==> src/rtl/j11_pkg.sv <==
// ---------------------------------------------------------------------------
// j11_pkg
// Shared definitions for the DL11-style console responder on the J11 bus:
// default I/O-page base and interrupt vectors, register selector encoding
// (byte address bits [2:1]) and CSR bit positions.
// ---------------------------------------------------------------------------
package j11_pkg;

    localparam logic [21:0] DEF_BASE  = 22'o17777560;
    localparam logic [15:0] DEF_RXVEC = 16'o060;
    localparam logic [15:0] DEF_TXVEC = 16'o064;

    // Word offset within the 8-byte register block.
    typedef enum logic [1:0] {
        REG_RCSR = 2'd0,
        REG_RBUF = 2'd1,
        REG_XCSR = 2'd2,
        REG_XBUF = 2'd3
    } reg_sel_e;

    localparam int CSR_DONE = 7;
    localparam int CSR_IE   = 6;
    localparam int CSR_RDY  = 7;

    localparam int RXFIFO_DEPTH = 16;

endpackage

==> src/rtl/j11fifo.sv <==
// ---------------------------------------------------------------------------
// j11fifo
// Show-ahead synchronous FIFO: rdata always presents the head entry; pop
// advances to the next one. Push while full and pop while empty are ignored.
// Ports:
//   clk, rst        clock, synchronous active-high reset
//   push, wdata     write strobe and data
//   pop             discard head entry
//   rdata           head entry (meaningful only while !empty)
//   empty, full     occupancy flags
// ---------------------------------------------------------------------------
module j11fifo #(
    parameter int DEPTH = 16,
    parameter int WIDTH = 8
) (
    input  logic             clk,
    input  logic             rst,
    input  logic             push,
    input  logic [WIDTH-1:0] wdata,
    input  logic             pop,
    output logic [WIDTH-1:0] rdata,
    output logic             empty,
    output logic             full
);

    localparam int AW = (DEPTH > 1) ? $clog2(DEPTH) : 1;
    localparam int CW = $clog2(DEPTH + 1);

    logic [WIDTH-1:0] mem [DEPTH];
    logic [AW-1:0]    wptr;
    logic [AW-1:0]    rptr;
    logic [CW-1:0]    count;
    logic             do_push;
    logic             do_pop;

    function automatic logic [AW-1:0] bump(input logic [AW-1:0] p);
        return (p == AW'(DEPTH - 1)) ? '0 : p + 1'b1;
    endfunction

    assign do_push = push && !full;
    assign do_pop  = pop && !empty;
    assign empty   = (count == '0);
    assign full    = (count == CW'(DEPTH));
    assign rdata   = mem[rptr];

    // NOTE: storage has no reset; occupancy is tracked by count, so stale
    // entries are never observed as valid and the array maps onto plain RAM.
    always_ff @(posedge clk) begin
        if (do_push) begin
            mem[wptr] <= wdata;
        end
    end

    always_ff @(posedge clk) begin
        if (rst) begin
            wptr  <= '0;
            rptr  <= '0;
            count <= '0;
        end else begin
            if (do_push) wptr <= bump(wptr);
            if (do_pop)  rptr <= bump(rptr);
            case ({do_push, do_pop})
                2'b10:   count <= count + 1'b1;
                2'b01:   count <= count - 1'b1;
                default: count <= count;
            endcase
        end
    end

endmodule

==> src/rtl/j11dl11.sv <==
// ---------------------------------------------------------------------------
// j11dl11
// DL11-style console serial responder on the internal J11 bus. Decodes the
// four I/O-page words RCSR/RBUF/XCSR/XBUF at BASE, answers reads, writes and
// interrupt acknowledges with a single-cycle busack, moves bytes to/from the
// rx/tx byte streams and raises the BR4 interrupt request.
//
// Build option: DL11_RXFIFO_EN replaces the single receive holding register
// with a 16-entry receive FIFO (DONE = FIFO not empty).
//
// Ports:
//   clk, rst                 clock, synchronous active-high reset
//   busreq                   1-cycle request; other bus inputs stable to ack
//   buswr, busgp, busirq     write / general-purpose / interrupt-ack flags
//   busaddr[21:0]            byte address
//   buswdata[15:0], buswstrb byte enables {hi,lo}
//   busack                   1-cycle completion, one cycle after busreq
//   busrdata[15:0]           read data with busack, 0 otherwise
//   irq                      BR4 request
//   rx_data, rx_valid, rx_ready   received byte stream (sink)
//   tx_data, tx_valid, tx_ready   transmit byte stream (source)
// ---------------------------------------------------------------------------
module j11dl11
    import j11_pkg::*;
#(
    parameter logic [21:0] BASE  = DEF_BASE,
    parameter logic [15:0] RXVEC = DEF_RXVEC,
    parameter logic [15:0] TXVEC = DEF_TXVEC
) (
    input  logic        clk,
    input  logic        rst,
    input  logic        busreq,
    input  logic        buswr,
    input  logic        busgp,
    input  logic        busirq,
    input  logic [21:0] busaddr,
    input  logic [15:0] buswdata,
    input  logic [1:0]  buswstrb,
    output logic        busack,
    output logic [15:0] busrdata,
    output logic        irq,
    input  logic [7:0]  rx_data,
    input  logic        rx_valid,
    output logic        rx_ready,
    output logic [7:0]  tx_data,
    output logic        tx_valid,
    input  logic        tx_ready
);

    reg_sel_e    sel;
    logic        hit;
    logic        claim;
    logic        iack;
    logic        acc;
    logic        wr_lo;
    logic        rbuf_rd;
    logic        xbuf_wr;
    logic [15:0] rdata;

    logic        done;
    logic        rdy;
    logic        rie;
    logic        xie;
    logic [7:0]  rx_head;

    logic        rx_term;
    logic        tx_term;
    logic        rx_term_q;
    logic        tx_term_q;
    logic        rxint;
    logic        txint;
    logic        rxint_n;
    logic        txint_n;

    // Only the low data byte and low strobe carry meaning here.
    logic        unused_bits;
    assign unused_bits = ^{buswdata[15:8], buswstrb[1], busaddr[0]};

    // Transmitter is ready exactly when no byte is being offered.
    assign rdy = ~tx_valid;

    // -----------------------------------------------------------------------
    // Bus decode and read mux
    // -----------------------------------------------------------------------
    // NOTE: every always_comb output gets a default first so no path leaves
    // a signal unassigned and no latch is inferred.
    always_comb begin
        sel     = reg_sel_e'(busaddr[2:1]);
        hit     = (busaddr[21:3] == BASE[21:3]);
        // A request arriving while an ack is being driven is a protocol
        // violation and is dropped.
        claim   = busreq && !busack && !busgp && (busirq ? irq : hit);
        iack    = claim && busirq;
        acc     = claim && !busirq;
        wr_lo   = acc && buswr && buswstrb[0];
        rbuf_rd = acc && !buswr && (sel == REG_RBUF);
        xbuf_wr = wr_lo && (sel == REG_XBUF) && rdy;

        rdata = '0;
        if (iack) begin
            rdata = rxint ? RXVEC : TXVEC;
        end else if (acc && !buswr) begin
            case (sel)
                REG_RCSR: begin
                    rdata[CSR_DONE] = done;
                    rdata[CSR_IE]   = rie;
                end
                REG_RBUF: rdata = {8'h00, rx_head};
                REG_XCSR: begin
                    rdata[CSR_RDY] = rdy;
                    rdata[CSR_IE]  = xie;
                end
                default:  rdata = '0;
            endcase
        end
    end

    // -----------------------------------------------------------------------
    // Receive path
    // -----------------------------------------------------------------------
`ifdef DL11_RXFIFO_EN
    logic fifo_empty;
    logic fifo_full;

    j11fifo #(
        .DEPTH (RXFIFO_DEPTH),
        .WIDTH (8)
    ) u_rxfifo (
        .clk   (clk),
        .rst   (rst),
        .push  (rx_valid),
        .wdata (rx_data),
        .pop   (rbuf_rd),
        .rdata (rx_head),
        .empty (fifo_empty),
        .full  (fifo_full)
    );

    assign done     = ~fifo_empty;
    assign rx_ready = ~fifo_full;
`else
    // Single holding register; rx_ready drops while a byte awaits RBUF read,
    // so an arrival and an RBUF read never contend for DONE.
    assign rx_ready = ~done;

    // NOTE: state registers use non-blocking assignments so every flop
    // samples pre-edge values regardless of statement order.
    always_ff @(posedge clk) begin
        if (rst) begin
            done    <= 1'b0;
            rx_head <= 8'h00;
        end else if (rx_valid && rx_ready) begin
            rx_head <= rx_data;
            done    <= 1'b1;
        end else if (rbuf_rd) begin
            done    <= 1'b0;
        end
    end
`endif

    // -----------------------------------------------------------------------
    // Transmit path: tx_data only changes when a new byte is accepted, so it
    // is stable for the whole time tx_valid is high.
    // -----------------------------------------------------------------------
    always_ff @(posedge clk) begin
        if (rst) begin
            tx_valid <= 1'b0;
            tx_data  <= 8'h00;
        end else if (xbuf_wr) begin
            tx_valid <= 1'b1;
            tx_data  <= buswdata[7:0];
        end else if (tx_valid && tx_ready) begin
            tx_valid <= 1'b0;
        end
    end

    // -----------------------------------------------------------------------
    // Interrupt flags: armed on the rising edge of (flag & IE), dropped when
    // the term falls or on acknowledge. The acknowledge clear is applied last
    // so it wins over a same-cycle set.
    // -----------------------------------------------------------------------
    assign rx_term = done & rie;
    assign tx_term = rdy & xie;

    always_comb begin
        rxint_n = rxint;
        if (!rx_term)        rxint_n = 1'b0;
        else if (!rx_term_q) rxint_n = 1'b1;
        if (iack && rxint)   rxint_n = 1'b0;

        txint_n = txint;
        if (!tx_term)        txint_n = 1'b0;
        else if (!tx_term_q) txint_n = 1'b1;
        if (iack && !rxint)  txint_n = 1'b0;
    end

    // -----------------------------------------------------------------------
    // Bus response, interrupt-enable bits and interrupt state. All side
    // effects land on the same edge that raises busack.
    // -----------------------------------------------------------------------
    always_ff @(posedge clk) begin
        if (rst) begin
            busack    <= 1'b0;
            busrdata  <= '0;
            rie       <= 1'b0;
            xie       <= 1'b0;
            rx_term_q <= 1'b0;
            tx_term_q <= 1'b0;
            rxint     <= 1'b0;
            txint     <= 1'b0;
            irq       <= 1'b0;
        end else begin
            busack   <= claim;
            busrdata <= rdata;
            if (wr_lo && (sel == REG_RCSR)) rie <= buswdata[CSR_IE];
            if (wr_lo && (sel == REG_XCSR)) xie <= buswdata[CSR_IE];
            rx_term_q <= rx_term;
            tx_term_q <= tx_term;
            rxint     <= rxint_n;
            txint     <= txint_n;
            irq       <= rxint_n | txint_n;
        end
    end

endmodule
==> config.mk <==
export PLATFORM = sky130hd
export DESIGN_NAME = j11dl11
export DESIGN_NICKNAME = d
export VERILOG_FILES = /design/src/rtl/j11_pkg.sv /design/src/rtl/j11fifo.sv /design/src/rtl/j11dl11.sv
export SDC_FILE = /design/constraint.sdc
export NUM_CORES = 1
export LEC_CHECK = 0
export ABC_AREA = 1
export BUFFER_PORTS_ARGS = -buffer_cell sky130_fd_sc_hd__buf_2
export CAP_MARGIN = 20
export CORE_MARGIN = 3
export CORE_UTILIZATION = 44
export CTS_CLUSTER_SIZE = 28
export DETAILED_ROUTE_END_ITERATION = 7
export PLACE_DENSITY = 0.87
export SETUP_SLACK_MARGIN = 0.02
export SYNTH_ARGS = -nofsm -noshare
export SYNTH_HDL_FRONTEND = slang
export SYNTH_SLANG_ARGS = --single-unit
export TNS_END_PERCENT = 30
==> constraint.sdc <==
create_clock -name clk -period 1.7 [get_ports clk]
set_input_delay 0.255 -clock clk [delete_from_list [all_inputs] [get_ports clk]]
set_output_delay 0.255 -clock clk [all_outputs]
set_load 0.02 [all_outputs]
==> metrics.csv <==
metric,value,unit
FF-to-FF End,tx_data[3]$_SDFFE_PP0P_,
Avg Vias per Cell,4.55,
CP cell instances,"inv_1, nand2_1, nand3_1, inv_2, nand2_2, nor2_4, nand4_4, nand2_1, nand2_1, nor2_1",
Final #Nets,348,
Netlist cell types,22,
Fin Clk Skew,0.0143,ns
initial drt markers,44,
mux contribution to synthesized area,0,
n_diodes,0,
Clock Tree Buf Depth,2,
Die X,65.1,um
max_cap viols,0,
die area,0.00424,mm2
dpl cells,329,
vias in the first global route,1365,
post-synthesis compound-gate area fraction,0.0749,
Post-Synth Adder-Cell Area,0,
Via Count,1535,
global route total overflow,0,
final cell count without fillers,337,
Post-CTS Setup Bufs,0,
worst r2r src,irq$_SDFF_PP0_,
final setup vio count,0,
Mapped Area,0.00154,mm2
num rows,20,
RSZ-0062 raised after global routing,false,
Buf/Inv on CP,2,
status,"complete, no violations",
largest family of logic cells by synthesized area,simple AND/OR/NAND/NOR gates,
"Avg Cell Area, Syn",6.83,um2
WP data required,1.97,ns
most frequent CP cell,nand2_1,
# DRC,0,
Die Height,65.1,um
htree depth,2,
PortBufs,65,
FMAX,731,MHz
post-CTS resize count,0,
Final Util,0.604,
Root Buffer,clkbuf_4,
final WL,3460,um
"CTS clk-pin slew, worst paths",0.10,ns
worst-path fanout max,17,
Detailed Place HPWL,2730,um
Post-CTS Hold Buffers,0,
ANT nets after route,0,
Syn. warnings,0,
starting density of the core,0.483,
Final Hold Slack,0.137,ns
startpoint types,flop,
layout cell share with drive strength beyond 1,0.283,
Post-Synth XOR/XNOR Area,0,
hold crit path type,primary input to flop,
WHS Endpoint,tx_data[7]$_SDFFE_PP0P_,
wire per inst,10.3,um
"Slowest-stage cell, CP",dfxtp_1,
area of all placed cells without fillers,0.00192,mm2
post-synthesis sequential area ratio,0.443,
CP peak stage delay,0.33,ns
Post-Route Setup TNS,0,ns
"Slew Viols, Final",0,
"Clk Latency, worst-skew pair",0.33,ns
Post-Synth Simple-Gate Area,0.333,
initial antenna violation count,0,
cts bufs inserted,5,
GPL Wtd Cong,0.841,
Final Hold Fails,0,
"Cell Area, Placed",0.00186,mm2
All-Layer GR Usage,0.169,
pwr/cell area,759,mW/mm2
CTS Sinks,34,
I/O pin cnt,84,
CP endpoint kind,flop,
area grow syn2layout,25.0,%
min-delay src,buswdata[7],
"flops & latches, synth",34,
critical path type,flop to flop,
TritonCTS clock tree,yes,
core area,0.00318,mm2
top flop regs,"busrdata (8), rx_head (8), tx_data (8)",
cell count after synthesis,225,
Leakage,1.03,nW
"Arr. time, crit path",1.64,ns
Tmin final,1.37,ns
"CP delay by family, top",simple AND/OR/NAND/NOR gates,
R2R cell count,10,
hold-critical path depth,3,
largest net degree at the start of global routing,18,
reg2reg setup slack,0.33,ns
first-pass GRT wire length,5540,um
DR pass1 iterations,4,
fin crit share,0.805,
VDD IR max,0.537,mV
==> where the power goes <==
part           switching [mW]  internal [mW]  leakage [nW]
clock network           0.256          0.200        0.0353
logic                   0.107         0.0670         0.715
registers             0.00901          0.818         0.276
==> worst max path at each step <==
stage / slack [ns] / endpoint / depth (start not counted) / startpoint
detailed placement: 0.25 / busrdata[3]$_SDFF_PP0_ / 9 / busaddr[12]
CTS: 0.30 / tx_data[3]$_SDFFE_PP0P_ / 10 / irq$_SDFF_PP0_
floorplan: 0.29 / tx_data[0]$_SDFFE_PP0P_ / 10 / irq$_SDFF_PP0_
finish: 0.33 / tx_data[3]$_SDFFE_PP0P_ / 10 / irq$_SDFF_PP0_
global route: 0.10 / tx_data[5]$_SDFFE_PP0P_ / 9 / irq$_SDFF_PP0_
global placement: 0.27 / tx_data[2]$_SDFFE_PP0P_ / 9 / busgp
==> cell usage after synthesis <==
cell / n / share of area
nor2_1: 54 / 0.13
inv_1: 34 / 0.083
nor2_2: 3 / 0.012
a21oi_1: 10 / 0.033
buf_4: 9 / 0.044
nor2_4: 1 / 0.0073
conb_1: 1 / 0.0024
nand4_4: 1 / 0.014
inv_2: 2 / 0.0049
dfxtp_1: 34 / 0.44
nand4_1: 4 / 0.016
a221oi_1: 1 / 0.0057
o22ai_1: 1 / 0.0041
nor3_1: 1 / 0.0033
clkbuf_1: 3 / 0.0073
or2_2: 1 / 0.0041
nand3_1: 8 / 0.026
nand2_1: 43 / 0.11
nand2_2: 2 / 0.0081
nand3b_1: 1 / 0.0049
o21ai_0: 10 / 0.033
buf_6: 1 / 0.0073
==> layer usage <==
layer  wire [um]  global-route usage  vias to the layer above
li1            -                   -                      804
met1        1410               0.185                      665
met2        1690               0.294                       61
met3         276              0.0410                        5
met4          76               0.101                        0
met5           0                   0                        -
==> through the flow <==
stage          total power [mW]  worst slack [ns]
3_5_place_dp               1.02             0.251
6_report                   1.46             0.332
5_1_grt                    1.52             0.101
2_1_floorplan             0.957             0.293
3_3_place_gp               1.01             0.272
4_1_cts                    1.47             0.302
==> cell type report <==
type | instances | area, um2
fillers | 301 | 1260
flip-flops and latches | 34 | 681
multi-input cells | 149 | 657
repair buffers | 66 | 333
inverters | 36 | 135
clock buffers | 7 | 55.1
well taps | 44 | 55.1
clock inverters | 1 | 5.00
==> cells in the final DEF (no fill, tap or decap) <==
master	instances
a21oi_1	10
a221oi_1	1
buf_2	65
buf_4	1
clkbuf_1	1
clkbuf_4	5
clkbuf_8	1
clkinv_2	1
conb_1	8
dfxtp_1	34
inv_1	34
inv_2	2
nand2_1	43
nand2_2	2
nand3_1	8
nand3b_1	1
nand4_1	4
nand4_4	1
nor2_1	54
nor2_2	3
nor2_4	1
nor3_1	1
o21ai_0	10
o22ai_1	1
or2_2	1
==> cell families after synthesis <==
kind of cell | count (synthesis)
buffers and inverters | 49
AND/OR/NAND/NOR | 119
other | 1
flip-flops | 34
AO/OA/AOI/OAI | 22
==> tightest hold or removal path, cell delays in order <==
cell and delay (ns):
buf_2 0.07, nor2_1 0.03, nor2_1 0.08
No activity file was read; power rests on OpenSTA's default activity.
